File: config.mk
export PLATFORM = sky130hd
export DESIGN_NAME = ip_bus_arbiter
export DESIGN_NICKNAME = d
export VERILOG_FILES = /design/src/rtl/ip_bus_arbiter.sv
export SDC_FILE = /design/constraint.sdc
export NUM_CORES = 1
export LEC_CHECK = 0
export BUFFER_PORTS_ARGS = -buffer_cell sky130_fd_sc_hd__buf_2
export CAP_MARGIN = 5
export CORE_AREA = 2 2 199 201
export CTS_BUF_LIST = sky130_fd_sc_hd__clkbuf_16
export DETAILED_ROUTE_END_ITERATION = 8
export DIE_AREA = 0 0 201 203
export GPL_TIMING_DRIVEN = 0
export PLACE_DENSITY = 0.43
export SYNTH_ARGS = -nofsm -noshare
export SYNTH_HDL_FRONTEND = slang
export SYNTH_SLANG_ARGS = --single-unit
File: constraint.sdc
create_clock -name clk_i -period 2.5 [get_ports clk_i]
set_clock_uncertainty 0.15 [all_clocks]
set_input_delay 0 -clock clk_i [delete_from_list [all_inputs] [get_ports clk_i]]
set_output_delay 0 -clock clk_i [all_outputs]
set_load 0.01 [all_outputs]
File: src/rtl/ip_bus_arbiter.sv
// Two-master round-robin arbiter for the shared 64-bit system bus.
// Define ARB_TIMEOUT_EN to add the address/data-phase watchdog.
module ip_bus_arbiter #(
  parameter int ADDR_W         = 32,
  parameter int DATA_W         = 64,
  parameter int TIMEOUT_CYCLES = 64
) (
  input  logic              clk_i,
  input  logic              reset_n_i,
  input  logic              m0_read_i,
  input  logic              m0_write_i,
  input  logic [ADDR_W-1:0] m0_addr_i,
  input  logic [3:0]        m0_size_i,
  input  logic [DATA_W-1:0] m0_write_data_i,
  input  logic              m0_write_valid_i,
  output logic              m0_grant_o,
  output logic [DATA_W-1:0] m0_read_data_o,
  output logic              m0_read_valid_o,
  output logic              m0_error_o,
  input  logic              m1_read_i,
  input  logic              m1_write_i,
  input  logic [ADDR_W-1:0] m1_addr_i,
  input  logic [3:0]        m1_size_i,
  input  logic [DATA_W-1:0] m1_write_data_i,
  input  logic              m1_write_valid_i,
  output logic              m1_grant_o,
  output logic [DATA_W-1:0] m1_read_data_o,
  output logic              m1_read_valid_o,
  output logic              m1_error_o,
  output logic              s_read_o,
  output logic              s_write_o,
  output logic [ADDR_W-1:0] s_addr_o,
  output logic [3:0]        s_size_o,
  output logic [DATA_W-1:0] s_write_data_o,
  output logic              s_write_valid_o,
  input  logic              s_grant_i,
  input  logic              s_read_valid_i,
  input  logic [DATA_W-1:0] s_read_data_i,
  input  logic              s_error_i,
  output logic              busy_o,
  output logic              owner_o
);

  typedef enum logic [1:0] {IDLE, ADDR, DATA} state_t;

  state_t            state, state_nxt;
  logic              owner, last_owner, is_read;
  logic [2:0]        beats, beat_cnt;

  logic              o_read, o_write, o_wvalid;
  logic [ADDR_W-1:0] o_addr;
  logic [3:0]        o_size;
  logic [DATA_W-1:0] o_wdata;
  logic              req0, req1, arb_pick;
  logic              beat, last_beat, abort, wd_expire;
  logic              grant_gated, rvalid_gated;

  function automatic logic [2:0] size_to_beats(input logic [3:0] size);
    case (size)
      4'd8:    return 3'd2;
      4'd9:    return 3'd4;
      default: return 3'd1;
    endcase
  endfunction

  assign o_read   = owner ? m1_read_i        : m0_read_i;
  assign o_write  = owner ? m1_write_i       : m0_write_i;
  assign o_addr   = owner ? m1_addr_i        : m0_addr_i;
  assign o_size   = owner ? m1_size_i        : m0_size_i;
  assign o_wdata  = owner ? m1_write_data_i  : m0_write_data_i;
  assign o_wvalid = owner ? m1_write_valid_i : m0_write_valid_i;

  assign req0     = m0_read_i | m0_write_i;
  assign req1     = m1_read_i | m1_write_i;
  // On a tie the master that did not own the bus last time wins.
  assign arb_pick = (req0 & req1) ? ~last_owner : req1;

  assign beat      = (state == DATA) & (is_read ? s_read_valid_i : o_wvalid);
  assign last_beat = beat & (beat_cnt == beats - 3'd1);
  assign abort     = ((state != IDLE) & s_error_i) | wd_expire;

`ifdef ARB_TIMEOUT_EN
  localparam logic [7:0] TO_LIMIT = 8'(TIMEOUT_CYCLES);
  logic [7:0] wdog;

  // Restarts on every sign of progress: idle, grant, or a data beat.
  always_ff @(posedge clk_i) begin
    if (!reset_n_i)
      wdog <= 8'd0;
    else if ((state == IDLE) || ((state == ADDR) && s_grant_i) || beat)
      wdog <= 8'd0;
    else
      wdog <= wdog + 8'd1;
  end

  assign wd_expire = (state != IDLE) && (wdog == TO_LIMIT);
`else
  assign wd_expire = 1'b0;
`endif

  always_ff @(posedge clk_i) begin
    if (!reset_n_i) state <= IDLE;
    else            state <= state_nxt;
  end

  always_comb begin
    state_nxt = state;
    case (state)
      IDLE: if (req0 | req1) state_nxt = ADDR;
      ADDR: begin
        if (abort)                   state_nxt = IDLE;
        else if (s_grant_i)          state_nxt = DATA;
        else if (!(o_read | o_write)) state_nxt = IDLE;
      end
      DATA: if (abort | last_beat) state_nxt = IDLE;
      default: state_nxt = IDLE;
    endcase
  end

  always_ff @(posedge clk_i) begin
    if (!reset_n_i) begin
      owner      <= 1'b0;
      last_owner <= 1'b1;
      is_read    <= 1'b0;
      beats      <= 3'd1;
      beat_cnt   <= 3'd0;
    end else begin
      if ((state == IDLE) && (req0 | req1))
        owner <= arb_pick;
      if ((state == ADDR) && s_grant_i && !abort) begin
        is_read  <= o_read;
        beats    <= size_to_beats(o_size);
        beat_cnt <= 3'd0;
      end else if (beat) begin
        beat_cnt <= beat_cnt + 3'd1;
      end
      if (abort | last_beat)
        last_owner <= owner;
    end
  end

  always_comb begin
    s_read_o        = 1'b0;
    s_write_o       = 1'b0;
    s_write_valid_o = 1'b0;
    grant_gated     = 1'b0;
    rvalid_gated    = 1'b0;
    s_addr_o        = o_addr;
    s_size_o        = o_size;
    s_write_data_o  = o_wdata;
    case (state)
      ADDR: begin
        s_read_o    = o_read;
        s_write_o   = o_write & ~o_read;
        grant_gated = s_grant_i;
      end
      DATA: begin
        s_write_valid_o = ~is_read & o_wvalid;
        rvalid_gated    = is_read & s_read_valid_i;
      end
      default: ;
    endcase
    m0_grant_o      = grant_gated  & ~owner;
    m1_grant_o      = grant_gated  &  owner;
    m0_read_valid_o = rvalid_gated & ~owner;
    m1_read_valid_o = rvalid_gated &  owner;
    m0_error_o      = abort & ~owner;
    m1_error_o      = abort &  owner;
    m0_read_data_o  = s_read_data_i;
    m1_read_data_o  = s_read_data_i;
    busy_o          = (state != IDLE);
    owner_o         = owner;
  end

endmodule

==> results.yml, run 1 <==
logic_synthesis:
  netlist_area_sq_um: 2838
  ys_seq_elements: 11
  synth_top_cell_area_share_pct: 38.89
  syn-num-nets: 595
  async_flop_share_pct: 0
  syn_area_per_cell_sq_um: 8.924
  synthTopCellsByArea: "mux2_2, buf_4, dfxtp_1"
  synth_cells: 318
  synthFlopType: "dfxtp_1"
  synth_top_cell_by_area: "mux2_2"
  yosysUniqueCellTypes: 32
  synth-edff-count: 0
  ys_seq_area_share_pct: 7.760
  ys_warn_count: 0
timing:
  setup_ws_ns: 0.4373
  period_minus_slack_ns: 2.063
  setup_tns_ns: 0
  post-route-period-util_pct: 82.51
  rsz0062_at_grt: "false"
  slew_headroom_pct: 66.95
  tightest_slew_ns: 0.4925
  finalHoldViolations: 0
  finalSetupViolCount: 0
  holdWs_ns: 0.002094
  max_freq_mhz: 484.8
  report.final.slew_viol_count: 0
critical_path:
  cp-end-kind: "output port"
  worstRegToRegCells: 5
  regToRegSetupSlack_ns: 0.69
  crit_type: "flip-flop to output port"
  setup.worst_path.start: "owner_o"
  worst_ep_arrival_time_ns: 1.91
  cp-start-kind: "flip-flop"
  r2r-end: "beats[0]"
  reg2reg_from: "owner_o"
  critical_path_depth: 5
  crit_path_max_fanout: 10
  crit_family: "buffers and inverters"
  cp_cell_sequence: "buf_6 > buf_6 > buf_4 > mux2_2 > buf_2"
  crit_buf_inv: 4
  crit_top_cell: "buf_6"
  slowest_delay_ns: 0.45
  cp-endpoint: "s_write_data_o[42]"
  cp_data_required_time_ns: 2.35
  crit_path_top_delay_cell: "dfxtp_1"
drt:
  first_pass_iters: 4
  vias_per_cell: 2.978
  drc_errors: 0
  route.vias.total: 3848
  wire_per_inst_microns: 12.28
  drt-initial-drc-count: 95
  drtAntennaViolNets: 0
  drt-total-wl_microns: 15860
grt:
  overflow: 0
  first_global_vias: 3605
  grt_pass1_wl_microns: 21160
  antenna_found_initial: 5
  grt_max_degree: 11
  grt.total_usage_pct: 6.856
cts:
  cts_tree: "yes"
  clockBufferDepth: 2
  htreeDepth: 1
  clk_latency_ns: 0.24
  root_buffer: "clkbuf_16"
  clk_pin_slew_ns: 0.04
  numCtsBuffers: 3
  clock_sinks: 11
cells_and_area:
  syn_to_final_growth_pct: 105.9
  drive_gt1_share_pct: 89.79
  fin_nets: 1052
  antenna_cells: 0
pwr:
  power_density_nw_per_um2: 265.1
  combinationalPowerShare_pct: 68.7
  ir_worst_vdd_v: 0.0001313
  seq_power_share_pct: 12.3
  p_clk_share_pct: 19.0
  internal_power_uw: 991.6
  power_switching_uw: 557.1
  netSwitchingFraction_pct: 35.97
  leakage_uw: 0.003164
place:
  dp_slack_ns: 0.5747
  io_buffers: 449
  hpwl_microns: 14640
  gp_congestion: 0.7633
floorplanning:
  rows: 72
  core_area_sq_um: 38470
  die-area_sq_um: 40800
  io-pin-count: 514
  die_h_microns: 203
  die_x_microns: 201
  start_util_pct: 7.377
run:
  maxCapViolCount: 0
hold_path:
  hold_path.class: "input pin to flip-flop"
status:
  outcome: "complete, no violations"
[worst min-delay path by stage]
stage / startpoint / to / slack [ns] / depth (start not counted)
after floorplan: reset_n_i / last_owner / -0.06 / 1
after global placement: s_read_data_i[52] / m0_read_data_o[52] / 0.03 / 2
after detailed placement: s_read_data_i[41] / m1_read_data_o[41] / 0.03 / 2
after CTS: m0_write_i / state[0] / 0.004 / 3
after global routing: m0_write_i / state[0] / 0.03 / 3
final: m0_write_i / state[0] / 0.002 / 3
[worst register-to-register path: stages, from the launching register on]
cell and delay [ns]:
dfxtp_1 0.45, buf_6 0.21, mux2_4 0.34, nor2_1 0.21, nand4_1 0.19, o21a_1 0.15
[synthesized netlist by cell type, types with 2 or more instances]
cell / instances
a21boi_0: 2
a21oi_1: 2
buf_2: 4
buf_4: 134
buf_6: 2
dfxtp_1: 11
ha_1: 2
inv_1: 8
mux2_2: 98
mux2_4: 3
mux2i_1: 2
nand2_1: 2
nand2b_1: 2
nand3_1: 2
nor2_1: 15
nor4_1: 2
o211ai_1: 3
o21a_1: 2
o21ai_0: 4
o22ai_1: 4
xor2_1: 3
[per-layer routing]
layer	vias up	track usage (%)	part of all wire [%]
met1	1684	7.231	34
met5	-	0	0.43
li1	1869	-	-
met4	10	0.9524	0.57
met3	15	2.215	12
met2	270	13.42	53
[power groups by stage]
stage | Sequential [uW] | Combinational [uW] | Clock [uW]
detailed placement | 195 | 1080 | 0
CTS | 192 | 1090 | 299
global route | 193 | 1140 | 309
global placement | 195 | 1070 | 0
finish | 191 | 1060 | 294
floorplan | 192 | 583 | 0
[kinds of logic after synthesis]
kind of cell,synth area share (%)
and+or+nand+nor,5.071
adders and majority gates,0.8817
muxes,41.18
buffers and inverters,38.01
AOI/OAI and AO/OA,5.379
DFF,7.760
xor gates and xnor gates,1.720
[cell type report]
type                    instances  area (sq um)
clock inverters                 1         3.754
well taps                     518         648.1
inverters                       8         30.03
fillers                      4432         32630
flip-flops and latches         11         220.2
repair buffers                452          2277
clock buffers                   3         75.07
plain buffers                 140          1049
multi-input cells             159          1539
[metrics by stage]
stage / cell area, sq um / std cells / util, % / total power [uW]
3_5_place_dp: 5733 / 1285 / 14.90 / 1272
3_3_place_gp: 5733 / 1285 / 14.90 / 1268
5_1_grt: 5842 / 1292 / 15.19 / 1646
2_1_floorplan: 2838 / 318 / - / 775.0
4_1_cts: 5842 / 1292 / 15.19 / 1577
6_report: 5842 / 1292 / 15.19 / 1549
[registers in the layout, summed over array words and instances, names as in the netlist]
name,flops
owner_o,1
state,2
beat_cnt,3
last_owner,1
beats,3
is_read,1
[layout by cell type (no fill, tap or decap), types with 2 or more instances in the layout]
cell and n:
o21ai_0 4, buf_2 453, nor2_1 15, nand2b_1 2, mux2i_1 2, a21boi_0 2, o22ai_1 4, nand2_1 2
inv_1 9, nand3_1 2, a21oi_1 2, dlygate4sd3_1 3, buf_6 2, o211ai_1 3, o21a_1 2, dfxtp_1 11
mux2_2 98, xor2_1 3, buf_4 134, mux2_4 3, ha_1 2, nor4_1 2, clkbuf_16 3
[what timing repair did]
action | CTS | global route
buffers inserted | 0 | 0
gates resized for setup | 0 | 0
hold buffers | 3 | 0
hold endpoints to repair | 5 | 0
Power figures use the tool's default switching activity.
==> run 2: changes to the inputs <==
- CORE_AREA: 2 2 199 201 -> 2 2 200 202
- DIE_AREA: 0 0 201 203 -> 0 0 202 204
- clock period: 2.5 -> 2.1 ns (I/O delays scaled with it)
==> results.yml, run 2 (synthesis results as in run 1) <==
cells_and_area:
  drive_gt1_share_pct: 89.81
  seq_area_sq_um: 221.5
  layout_commonest_cell: "buf_2"
  multi_input_area_sq_um: 1539
  syn_to_final_growth_pct: 106.8
  reg_top3: "beat_cnt: 3 flops, beats: 3 flops, state: 2 flops"
  layout_common_cells: "buf_2, buf_4, mux2_2"
  finalInstanceArea_sq_um: 5868
  fin_nets: 1053
  nFillCells: 4487
place:
  gp_congestion: 0.7806
  dp_slack_ns: 0.1372
  io_buffers: 449
  hpwl_microns: 15490
  postPlaceCellArea_sq_um: 5742
pwr:
  power_density_nw_per_um2: 313.9
  leakage_uw: 0.003169
  power.total_uw: 1842
  ir_worst_vdd_v: 0.0001944
grt:
  grt.total_usage_pct: 7.204
  overflow: 0
  antenna_found_initial: 7
  first_global_vias: 3573
  grt_max_degree: 11
  grt_pass1_wl_microns: 21680
cts:
  clk_pin_slew_ns: 0.04
  clockBufferDepth: 2
  cts_tree: "yes"
  htreeDepth: 1
  clock_sinks: 11
  cts_setup_buffers: 0
  numCtsBuffers: 3
  clk_latency_ns: 0.24
  root_buffer: "clkbuf_16"
timing:
  setup_tns_ns: 0
  rsz0062_at_grt: "false"
  tightest_slew_ns: 0.4863
  slew_headroom_pct: 67.36
  finalHoldViolations: 0
  finalSetupViolCount: 0
  setup_ws_ns: 0.1582
  post-route-period-util_pct: 92.46
  holdWs_ns: 0.01543
  period_minus_slack_ns: 1.942
  report.final.slew_viol_count: 0
  max_freq_mhz: 515.0
drt:
  route.vias.total: 3853
  drc_errors: 0
  vias_per_cell: 2.962
  first_pass_iters: 4
  drtAntennaViolNets: 0
  drt-initial-drc-count: 47
  drt-total-wl_microns: 16760
  wire_per_inst_microns: 12.88
floorplanning:
  die_h_microns: 204
  start_util_pct: 7.242
  core_area_sq_um: 39180
  rows: 73
  die-area_sq_um: 41210
  die_x_microns: 202
  io-pin-count: 514
status:
  outcome: "complete, no violations"
critical_path:
  cp_data_required_time_ns: 1.95
  reg2reg_from: "owner_o"
  cp-end-kind: "output port"
  cp-start-kind: "flip-flop"
  worst_ep_arrival_time_ns: 1.79
  crit_type: "flip-flop to output port"
  worstRegToRegCells: 4
  setup.worst_path.start: "owner_o"
  crit_path_max_fanout: 10
hold_path:
  hold_path.class: "input pin to flip-flop"
  worstHoldPathCells: 3
  min-delay-start: "m0_write_i"
run:
  maxCapViolCount: 0
[run 2: cell types whose count changed in the layout (fill, tap and decap cells not counted)]
cell | previous run | this run
buf_4 | 134 | 133
buf_6 | 2 | 3
dfxtp_1 | 11 | 10
dfxtp_2 | 0 | 1
diode_2 | 0 | 1
dlygate4sd3_1 | 3 | 4
[run 2: per-stage QoR]
step | util (%) | cells
6_report | 14.98 | 1301
5_1_grt | 14.98 | 1301
4_1_cts | 14.97 | 1300
3_5_place_dp | 14.65 | 1292
3_3_place_gp | 14.65 | 1292
2_1_floorplan | - | 318
[run 2: critical path, cell delays in order (launching register included)]
cell,delay (ns)
dfxtp_2,0.38
buf_6,0.18
buf_6,0.19
buf_4,0.25
mux2_2,0.37
buf_2,0.17
[run 2: final cells by class]
type                    count  area share [%]
well taps                 525           11.19
clock buffers               3           1.279
inverters                   8          0.5117
plain buffers             140           17.93
flip-flops and latches     11           3.774
clock inverters             1         0.06397
repair buffers            453           38.98
multi-input cells         159           26.23
diodes                      1         0.04264
[run 2: path summary, 6_finish.rpt]
| check | endpoint | slack, ns |
|---|---|---|
| max reg2reg | beats[1] | 0.29 |
| max | s_write_data_o[55] | 0.16 |
| min reg2reg | beat_cnt[2] | 0.33 |
| min | state[0] | 0.02 |
[run 2: timing repair]
item                       CTS  global route
hold endpoints to repair     6             0
gates resized for setup      2             0
setup endpoints to repair   18             0
hold buffers                 4             0
[run 2: report_power, final]
group          total [uW]  leakage, uW  internal, uW  switching (uW)
sequential            227    0.0000900           219            8.97
clock                 339    0.0000423           249            89.3
combinational        1280      0.00304           715             561
[run 2: per-layer routing]
layer  vias to the layer above  wire, microns  GRT usage, %
met5                         -             69             0
met4                        10            214         1.261
met3                        24           1735         1.929
met2                       307           8964         14.57
met1                      1638           5780         7.376
li1                       1874              -             -
==> run 3: changes to the inputs <==
- clock period: 2.1 -> 2.14 ns (I/O delays scaled with it)
==> results.yml, run 3 (synthesis results as in run 1) <==
place:
  gp_congestion: 0.7806
  io_buffers: 449
  dp_cells: 1292
  hpwl_microns: 15490
hold_path:
  hold_end: "state[0]"
  worstHoldPathCells: 3
  min-delay-start: "m0_write_i"
  hold_path.class: "input pin to flip-flop"
cts:
  numCtsBuffers: 3
  clk_latency_ns: 0.24
  cts_tree: "yes"
  clockBufferDepth: 2
  htreeDepth: 1
  clock_sinks: 11
  cts_setup_buffers: 0
  root_buffer: "clkbuf_16"
  clk_pin_slew_ns: 0.04
critical_path:
  worstRegToRegCells: 4
  crit_path_top_delay_cell: "mux2_2"
  cp-end-kind: "output port"
  reg2reg_from: "owner_o"
  crit_top_cell: "buf_6"
  cp_data_required_time_ns: 1.99
  crit_path_max_fanout: 10
  setup.worst_path.start: "owner_o"
  worst_ep_arrival_time_ns: 1.83
  cp-start-kind: "flip-flop"
  regToRegSetupSlack_ns: 0.33
  cp_cell_sequence: "buf_6 > buf_6 > buf_4 > mux2_2 > buf_2"
  crit_buf_inv: 4
  crit_family: "buffers and inverters"
  slowest_delay_ns: 0.40
  crit_type: "flip-flop to output port"
  r2r-end: "beats[1]"
cells_and_area:
  syn_to_final_growth_pct: 106.7
  fin_nets: 1053
  fin_cells: 1301
  drive_gt1_share_pct: 89.81
  layout_commonest_cell: "buf_2"
  layout_common_cells: "buf_2, buf_4, mux2_2"
  reg_top3: "beat_cnt: 3 flops, beats: 3 flops, state: 2 flops"
  nFillCells: 4487
run:
  maxCapViolCount: 0
grt:
  overflow: 0
  grt.total_usage_pct: 7.201
  grt_pass1_wl_microns: 21670
  grt_max_degree: 11
  antenna_found_initial: 7
  first_global_vias: 3573
drt:
  first_pass_iters: 4
  drt-initial-drc-count: 50
  drc_errors: 0
  vias_per_cell: 2.962
  route.vias.total: 3853
  drt-total-wl_microns: 16770
  drtAntennaViolNets: 0
  wire_per_inst_microns: 12.89
timing:
  rsz0062_at_grt: "false"
  setup_tns_ns: 0
  finalSetupViolCount: 0
  report.final.slew_viol_count: 0
  max_freq_mhz: 505.7
  tightest_slew_ns: 0.4863
  slew_headroom_pct: 67.36
  post-route-period-util_pct: 92.40
  finalHoldViolations: 0
  period_minus_slack_ns: 1.977
floorplanning:
  io-pin-count: 514
  die_h_microns: 204
  die-area_sq_um: 41210
  start_util_pct: 7.242
  die_x_microns: 202
  core_area_sq_um: 39180
  rows: 73
pwr:
  leakage_uw: 0.003168
  power_density_nw_per_um2: 308.1
  ir_worst_vdd_v: 0.0001908
status:
  outcome: "complete, no violations"
## run 3: cell count changes in the layout (fill, tap and decap cells not counted)
cell,change
buf_6,-1
buf_4,+1
## run 3: timing repair
item	CTS	global route
hold endpoints to repair	6	0
gates resized for setup	1	0
hold buffers	4	0
setup endpoints to repair	9	0
## run 3: area by class of cell
class	instances	area [sq um]	share of cell area [%]
plain buffers	140	1049	17.88
diodes	1	2.502	0.04267
clock buffers	3	75.07	1.280
multi-input cells	159	1539	26.24
inverters	8	30.03	0.5121
well taps	525	656.9	11.20
repair buffers	453	2287	39.00
flip-flops and latches	11	221.5	3.776
clock inverters	1	3.754	0.06401
## run 3: report_power, final
part | switching (uW) | total (uW) | internal, uW
combinational | 551 | 1250 | 701
clock | 87.6 | 332 | 245
sequential | 8.80 | 223 | 214
## run 3: worst reg2reg max path: stages, from the launching register on
cell and delay (ns):
dfxtp_2 0.38, buf_6 0.18, mux2_2 0.37, dlygate4sd3_1 0.56, o22ai_1 0.10
## run 3: metal layers
metal	vias to the layer above	share of wire (%)	track usage, %	wire [microns]
li1	1874	-	-	-
met1	1637	34	7.366	5780
met2	308	53	14.57	8966
met3	24	10	1.929	1737
met4	10	1.3	1.261	214
met5	-	0.41	0	69
## run 3: worst max path at each step
stage | endpoint | slack [ns] | cells after the start
after CTS | s_write_data_o[60] | 0.03 | 5
after global routing | s_write_data_o[60] | 0.03 | 5
after floorplan | beats[0] | 0.64 | 5
after detailed placement | s_write_data_o[60] | 0.18 | 5
after global placement | s_write_data_o[60] | 0.17 | 5
final | s_write_data_o[61] | 0.16 | 5
## run 3: through the flow
step / instance area [sq um] / setup slack (ns) / hold slack, ns / utilization, % / total power (uW)
floorplan: 2838 / 0.6386 / -0.06113 / - / 905.4
global placement: 5742 / 0.1744 / 0.03557 / 14.65 / 1495
detailed placement: 5742 / 0.1772 / 0.03351 / 14.65 / 1499
CTS: 5862 / 0.03256 / 0.01489 / 14.96 / 1849
global route: 5864 / 0.02766 / 0.03634 / 14.97 / 1926
finish: 5864 / 0.1627 / 0.01543 / 14.97 / 1807
